`config.mk`:
```
export PLATFORM = sky130hd
export DESIGN_NAME = io_ctc_responder
export DESIGN_NICKNAME = d
export VERILOG_FILES = /design/src/rtl/io_ctc_responder.sv
export SDC_FILE = /design/constraint.sdc
export NUM_CORES = 1
export LEC_CHECK = 0
export ABC_AREA = 1
export BUFFER_PORTS_ARGS = -buffer_cell sky130_fd_sc_hd__buf_2
export CAP_MARGIN = 20
export CORE_MARGIN = 1.5
export CORE_UTILIZATION = 54
export CTS_BUF_LIST = sky130_fd_sc_hd__clkbuf_16
export DETAILED_ROUTE_END_ITERATION = 8
export GPL_TIMING_DRIVEN = 0
export PLACE_DENSITY = 0.76
export SYNTH_ARGS = -nofsm -noshare
export SYNTH_HDL_FRONTEND = slang
export SYNTH_SLANG_ARGS = --single-unit
```
`constraint.sdc`:
```
create_clock -name clock -period 2.7 [get_ports clock]
set_input_delay 0.54 -clock clock [delete_from_list [all_inputs] [get_ports clock]]
set_output_delay 0.54 -clock clock [all_outputs]
set_load 0.005 [all_outputs]
```
`src/rtl/io_ctc_responder.sv`:
```
`default_nettype none
// ============================================================================
// Module      : io_ctc_responder
// Description : Two-channel memory-mapped counter/timer on the Minisys I/O bus.
//               Each channel counts down from INITn, either on prescaled clock
//               ticks (timer mode) or on synchronized rising edges of
//               pulse_in[n] (pulse-counter mode). Status and current count are
//               returned on a registered read path with 1-cycle latency.
//
//               Ports:
//                 clock, reset   system clock, synchronous active-high reset
//                 ctc_cs         chip select from the I/O address decoder
//                 IORead/IOWrite bus strobes, qualified by ctc_cs
//                 addr[2:1]      register select (addr[0] ignored)
//                 wdata          write data
//                 pulse_in[1:0]  asynchronous external pulse inputs
//                 rdata          registered read data
//                 irq[1:0]       one-cycle terminal-count pulses
//
//               Optional feature macro: CTC_IRQ_EN. When undefined, irq is
//               tied to 2'b00 and no interrupt register is built; DONE and
//               status behaviour are identical in both builds.
// Revision    : 1.0 - initial release
// ============================================================================
module io_ctc_responder #(
    parameter int WIDTH    = 16,
    parameter int PRESCALE = 4
) (
    input  logic             clock,
    input  logic             reset,
    input  logic             ctc_cs,
    input  logic             IORead,
    input  logic             IOWrite,
    input  logic [2:0]       addr,
    input  logic [WIDTH-1:0] wdata,
    input  logic [1:0]       pulse_in,
    output logic [WIDTH-1:0] rdata,
    output logic [1:0]       irq
);

    localparam int                 c_PRE_W    = (PRESCALE > 1) ? $clog2(PRESCALE) : 1;
    localparam logic [c_PRE_W-1:0] c_PRE_LAST = c_PRE_W'(PRESCALE - 1);
    localparam logic [WIDTH-1:0]   c_ONE      = WIDTH'(1);

    // Per-channel state
    logic [1:0]         r_en;
    logic [1:0]         r_mode;
    logic [1:0]         r_rpt;
    logic [1:0]         r_done;
    logic [WIDTH-1:0]   r_init [2];
    logic [WIDTH-1:0]   r_cur  [2];

    // Shared prescaler, pulse synchronizers, read register
    logic [c_PRE_W-1:0] r_presc;
    logic [1:0]         r_sync1;
    logic [1:0]         r_sync2;
    logic [1:0]         r_sync3;
    logic [WIDTH-1:0]   r_rdata;

    logic               w_wr;
    logic               w_rd;
    logic [1:0]         w_sel;
    logic               w_any_timer;
    logic               w_timer_tick;
    logic [1:0]         w_rise;
    logic [1:0]         w_wr_ctrl;
    logic [1:0]         w_wr_init;
    logic [1:0]         w_rd_stat;
    logic [1:0]         w_tick;
    logic [1:0]         w_fire;
    logic [WIDTH-1:0]   w_status [2];
    logic [WIDTH-1:0]   w_rd_val;
    logic               w_unused;

    // addr[0] is a byte-offset bit with no decode meaning
    assign w_unused = addr[0];

    // A simultaneous read+write is treated as a write only
    assign w_wr  = ctc_cs & IOWrite;
    assign w_rd  = ctc_cs & IORead & ~IOWrite;
    assign w_sel = addr[2:1];

    assign w_any_timer  = |(r_en & ~r_mode);
    assign w_timer_tick = w_any_timer && (r_presc == c_PRE_LAST);

    // Edge seen one stage past the 2-FF synchronizer; the count lands on the
    // third clock after the input edge
    assign w_rise = r_sync2 & ~r_sync3;

    for (genvar n = 0; n < 2; n++) begin : g_ch
        assign w_wr_ctrl[n] = w_wr && (w_sel == {1'b0, 1'(n)});
        assign w_wr_init[n] = w_wr && (w_sel == {1'b1, 1'(n)});
        assign w_rd_stat[n] = w_rd && (w_sel == {1'b0, 1'(n)});
        // A register write to this channel in the tick cycle discards the tick
        assign w_tick[n]    = r_en[n]
                              && (r_mode[n] ? w_rise[n] : w_timer_tick)
                              && !w_wr_ctrl[n] && !w_wr_init[n]
                              && (r_cur[n] != '0);
        assign w_fire[n]    = w_tick[n] && (r_cur[n] == c_ONE);
        assign w_status[n]  = {1'b1, {(WIDTH-5){1'b0}},
                               r_rpt[n], r_mode[n], r_done[n], r_en[n]};
    end

    always_comb begin
        w_rd_val = '0;
        case (w_sel)
            2'b00:   w_rd_val = w_status[0];
            2'b01:   w_rd_val = w_status[1];
            2'b10:   w_rd_val = r_cur[0];
            default: w_rd_val = r_cur[1];
        endcase
    end

    always_ff @(posedge clock) begin
        if (reset) begin
            r_en   <= '0;
            r_mode <= '0;
            r_rpt  <= '0;
            r_done <= '0;
            for (int n = 0; n < 2; n++) begin
                r_init[n] <= '0;
                r_cur[n]  <= '0;
            end
        end else begin
            for (int n = 0; n < 2; n++) begin
                if (w_wr_init[n]) begin
                    r_init[n] <= wdata;
                    r_cur[n]  <= wdata;
                end else if (w_wr_ctrl[n]) begin
                    r_en[n]   <= wdata[0];
                    r_mode[n] <= wdata[1];
                    r_rpt[n]  <= wdata[2];
                end else if (w_tick[n]) begin
                    if (r_cur[n] == c_ONE) begin
                        if (r_rpt[n]) begin
                            r_cur[n] <= r_init[n];
                        end else begin
                            r_cur[n] <= '0;
                            r_en[n]  <= 1'b0;
                        end
                    end else begin
                        r_cur[n] <= r_cur[n] - c_ONE;
                    end
                end

                // Terminal-count set beats a status read-clear
                if (w_wr_init[n]) begin
                    r_done[n] <= 1'b0;
                end else if (w_fire[n]) begin
                    r_done[n] <= 1'b1;
                end else if (w_rd_stat[n]) begin
                    r_done[n] <= 1'b0;
                end
            end
        end
    end

    always_ff @(posedge clock) begin
        if (reset) begin
            r_presc <= '0;
        end else if (!w_any_timer || (r_presc == c_PRE_LAST)) begin
            r_presc <= '0;
        end else begin
            r_presc <= r_presc + c_PRE_W'(1);
        end
    end

    always_ff @(posedge clock) begin
        if (reset) begin
            r_sync1 <= '0;
            r_sync2 <= '0;
            r_sync3 <= '0;
        end else begin
            r_sync1 <= pulse_in;
            r_sync2 <= r_sync1;
            r_sync3 <= r_sync2;
        end
    end

    always_ff @(posedge clock) begin
        if (reset) begin
            r_rdata <= '0;
        end else if (w_rd) begin
            r_rdata <= w_rd_val;
        end
    end

    assign rdata = r_rdata;

`ifdef CTC_IRQ_EN
    logic [1:0] r_irq;

    always_ff @(posedge clock) begin
        if (reset) begin
            r_irq <= '0;
        end else begin
            r_irq <= w_fire;
        end
    end

    assign irq = r_irq;
`else
    assign irq = 2'b00;
`endif

endmodule
`default_nettype wire

```
## Word-level counts from Yosys, hierarchy flattened

Memory sizes are Yosys's and may differ from the RTL's.
Cells that the tools add are included.

| word-level totals | value |
|---|---|
| register bits | 32 |
| bits in writable memories | 64 |
| input port bits | 26 |
| output and inout port bits | 18 |
| word-level logic and storage cells | 159 |
| memories | 2 |

| operators by class | value |
|---|---|
| add/subtract/negate cells | 3 |
| equal/unequal tests | 8 |
| muxes and demuxes | 73 |
| bitwise gates (word level) | 20 |
| reductions and logical operators | 40 |

Memories:

| name | depth | bits a word | read ports | clocked after memory_dff | write ports | line | text |
|---|---|---|---|---|---|---|---|
| r_cur | 2 | 16 | 2 | 0 | 2 | 51 | `logic [WIDTH-1:0] r_cur [2];` |
| r_init | 2 | 16 | 2 | 0 | 2 | 50 | `logic [WIDTH-1:0] r_init [2];` |

Operators with widths:

| operator | count |
|---|---|
| 2-to-1 mux 16 bit | 10 |
| 2-to-1 mux 1 bit | 62 |
| case mux 16 bit (3 select lines) | 1 |
| equality test 16 x 1 -> 1 bit (second input constant) | 2 |
| nonzero test 16 bit | 2 |
| subtractor 16 x 1 -> 16 bit (second input constant) | 2 |
| logical AND 1 bit | 17 |
| nonzero test 2 bit | 6 |
| bitwise OR 1 bit | 10 |
| AND reduction 4 bit | 2 |
| OR reduction 2 bit | 4 |
| equality test 2 bit (second input constant) | 3 |
| logical NOT 1 bit | 5 |
| bitwise AND 2 bit | 2 |
| inequality test 2 x 1 -> 1 bit (second input constant) | 2 |
| NOT 2 bit | 2 |
| AND reduction 2 bit | 2 |
| bitwise AND 1 bit | 3 |
| NOT 1 bit | 3 |
| adder 2 x 1 -> 2 bit (second input constant) | 1 |
| equality test 2 x 1 -> 1 bit (second input constant) | 1 |
| logical NOT 2 bit | 1 |
| logical OR 1 bit | 1 |

## Logic depth before layout (Yosys ltp)

| logic depth | value |
|---|---|
| word-level depth | 17 |
| gate-level depth with buffers | 14 |
| mapped depth without buffers | 13 |

## Worst setup path after synthesis

OpenSTA, ideal clock, no wires.

| path | value |
|---|---|
| kind | register to register |
| start point | memory r_cur[0][0] |
| end point | memory r_cur[0][0] (enable) |
| setup time | 0.452 ns |
| arrival | 2.072 ns |
| required time | 2.248 ns |
| path slack | 0.176 ns |
| stages on the path, launching flop included | 11 |
| path buffers | 1 |
| period minus slack after synthesis | 2.524 ns |
| cells stage by stage | edfxtp_1 inv_1 ha_1 nand2_1 nor2_1 nand2_1 nor2_2 nor2_8 o211ai_4 buf_4 nand4_1 |

RTL lines:

| what | line |
|---|---|
| start: declaration | 51 |

==> flow_summary.yaml <==
run_status:
  status: "finished, final reports clean"
run:
  cap_viol_max_count: 0
clocking:
  htree_levels: 3
  clock-sinks: 96
  cts_tree: "done"
  cts_root_buf: "clkbuf_16"
  clk_latency_ns: 0.35
  cts_hold_buf: 0
  postCtsSetupBuffers: 1
  cts_resized: 0
  clockBufferDepth: 2
  path_clk_slew_ns: 0.07
  cts_inserted_buffers: 9
power:
  fin_total_pwr_mw: 3.44
  ir_drop_uv: 358
  p_per_area_mw_per_mm2: 560
  cellLeakagePower_nw: 2.89
yosys:
  synth_edf_count: 64
  synth.ff_latch_count: 96
  synth_warnings: 0
  synth_cells: 719
  ys_seq_area_frac: 0.471
  synthArstFlopShare: 0
  ys_types: 40
  synth-main-ff-cell: "edfxtp_1"
  syn_avg_cell_area_um2: 7.57
  synthesis.area_mm2: 0.00544
worst_hold_path:
  hold_path_class: "in -> reg"
placed_design:
  placed_area_mm2: 0.00581
  dp_hpwl_mm: 11.5
  port_buffers: 40
  place_congestion: 1.01
  dp_worst_setup_slack_ns: -0.633
sta:
  worst_slew_pin_slew_ns: 0.816
  worst_slack_ns: 0.160
  post-route-period-util: 0.941
  drv_slew: 0
  setup_violations: 0
  rsz0062_at_grt: "no"
  hold_viol: 0
  period_minus_slack_ns: 2.54
  finClkSkew_ns: 0.00712
  fmax_ghz: 0.394
  maxSlewHeadroom: 0.456
final_layout:
  final_common_cell: "nand2_1"
  num_antenna_cells: 0
  drive_above_1_share: 0.126
  nNetsFinal: 803
  final_area_mm2: 0.00614
  area_growth_pct: 12.9
  layout_common_cells: "209 x nand2_1, 98 x nor2_1, 93 x inv_1"
global_route:
  grt-ovfl-total: 0
  grtUsageTotal: 0.309
  grt_pass1_wl_mm: 24.3
  grt_pass1_vias: 4812
  grt_max_degree: 20
  antenna_found_initial: 0
floorplanning:
  rows: 36
  die_area_mm2: 0.0107
  io_pins: 44
  core_area_mm2: 0.00977
  die-height_um: 103
  start_util: 0.557
  die_w_um: 103
setup_path:
  path_delay_family: "simple AND/OR/NAND/NOR gates"
  slowest_delay_ns: 0.39
  crit_chain: "inv_1 -> ha_1 -> nand2_1 -> nor2_1 -> nand2_1 -> nor2_2 -> nor2_8 -> o211ai_4 -> buf_4 -> nand4_1 -> buf_4"
  critPathBufInv: 3
  worstPathRequired_ns: 2.79
  cp_max_fo: 16
  cp.arrival_ns: 2.63
  crit_path_start_kind: "flip-flop"
  path_class: "reg -> reg"
  crit_path_end_kind: "flip-flop"
  critical-path-slowest-cell: "edfxtp_1"
route:
  drc: 0
  num_vias: 5134
  dr.pass1.iters: 5
  antenna_left: 0
  vias_per_cell: 5.64
  wl_mm: 15.5
  drt_iter0_drc: 558
  wl_per_cell_um: 17.0
==> worst paths after layout <==
path,slack [ns],from,cells past startpoint,to
setup reg to reg,0.16,r_cur[0][0],11,r_cur[0][10]
hold reg to reg,0.41,r_sync1[1],2,r_sync2[1]
hold / removal,0.39,pulse_in[0],3,r_sync1[0]
setup / recovery,0.16,r_cur[0][0],11,r_cur[0][10]
==> worst reg2reg max path, stage by stage (launching register included) <==
cell and delay, ns:
edfxtp_1 0.39, inv_1 0.18, ha_1 0.23, nand2_1 0.06, nor2_1 0.18, nand2_1 0.09
nor2_2 0.24, nor2_8 0.11, o211ai_4 0.20, buf_4 0.25, nand4_1 0.09, buf_4 0.25
==> state kept, by name, summed over array words and instances, names as in the netlist <==
name / count
r_presc: 2
r_sync2: 2
r_init: 32
r_sync1: 2
r_cur: 32
r_mode: 2
r_en: 2
rdata: 16
r_sync3: 2
r_done: 2
r_rpt: 2
==> per-stage QoR <==
step,hold slack (ns),util,std cells,TNS (ns)
floorplan,0.388,-,720,0
global placement,0.396,0.595,893,-9.27
detailed placement,0.402,0.595,893,-10.12
CTS,0.402,0.628,910,0
global route,0.417,0.628,910,0
finish,0.394,0.628,910,0
==> synth_stat cells (2+ instances only) <==
| cell | number | area (µm²) |
|---|---|---|
| nand2_1 | 209 | 785 |
| nor2_1 | 98 | 368 |
| inv_1 | 92 | 345 |
| edfxtp_1 | 64 | 1920 |
| nand3_1 | 51 | 255 |
| dfxtp_1 | 32 | 641 |
| o21ai_0 | 32 | 160 |
| nand4_1 | 22 | 138 |
| a21oi_1 | 16 | 80.1 |
| a31oi_1 | 14 | 87.6 |
| buf_2 | 9 | 45.0 |
| clkbuf_1 | 9 | 33.8 |
| nor2_2 | 8 | 50.1 |
| xor2_1 | 6 | 52.6 |
| ha_1 | 5 | 62.6 |
| nand2_2 | 5 | 31.3 |
| nor3_1 | 5 | 25.0 |
| buf_4 | 4 | 30.0 |
| inv_2 | 4 | 15.0 |
| xnor2_1 | 4 | 35.0 |
| a221oi_1 | 3 | 26.3 |
| buf_6 | 3 | 33.8 |
| o22ai_1 | 3 | 18.8 |
| nand3b_1 | 2 | 15.0 |
| nor3_2 | 2 | 20.0 |
| o211ai_1 | 2 | 15.0 |
| or2_2 | 2 | 12.5 |
==> area by class of cell <==
cell class	count	area, µm²
Fill cell	875	3630
Buffer	26	146
Sequential cell	96	2560
Inverter	97	364
Multi-Input combinational cell	501	2370
Tap cell	133	166
Clock inverter	7	96.3
Clock buffer	9	225
Timing Repair Buffer	41	208
==> logic make-up (layout without fill, tap and decap cells) <==
logic type / after synthesis / after routing / synth area share
AO/OA/AOI/OAI: 75 / 75 / 0.0809
flip-flops: 96 / 96 / 0.471
other: 1 / 2 / 0.000689
buffers and inverters: 123 / 180 / 0.0938
adder cells (fa/ha/maj): 5 / 5 / 0.0115
AND/OR/NAND/NOR: 409 / 409 / 0.326
XOR/XNOR: 10 / 10 / 0.0161
==> power by group <==
part	leakage (nW)	switching, mW	internal [mW]
Sequential	0.908	0.0590	1.65
Clock	0.159	0.581	0.815
Combinational	1.83	0.229	0.108
==> metal layers <==
metal / track usage / vias up / share of wire
li1: - / 2440 / -
met1: 0.420 / 2380 / 0.42
met2: 0.473 / 265 / 0.44
met3: 0.0370 / 49 / 0.082
met4: 0.193 / 0 / 0.052
met5: 0 / - / 0
Power figures use the tool's default switching activity.
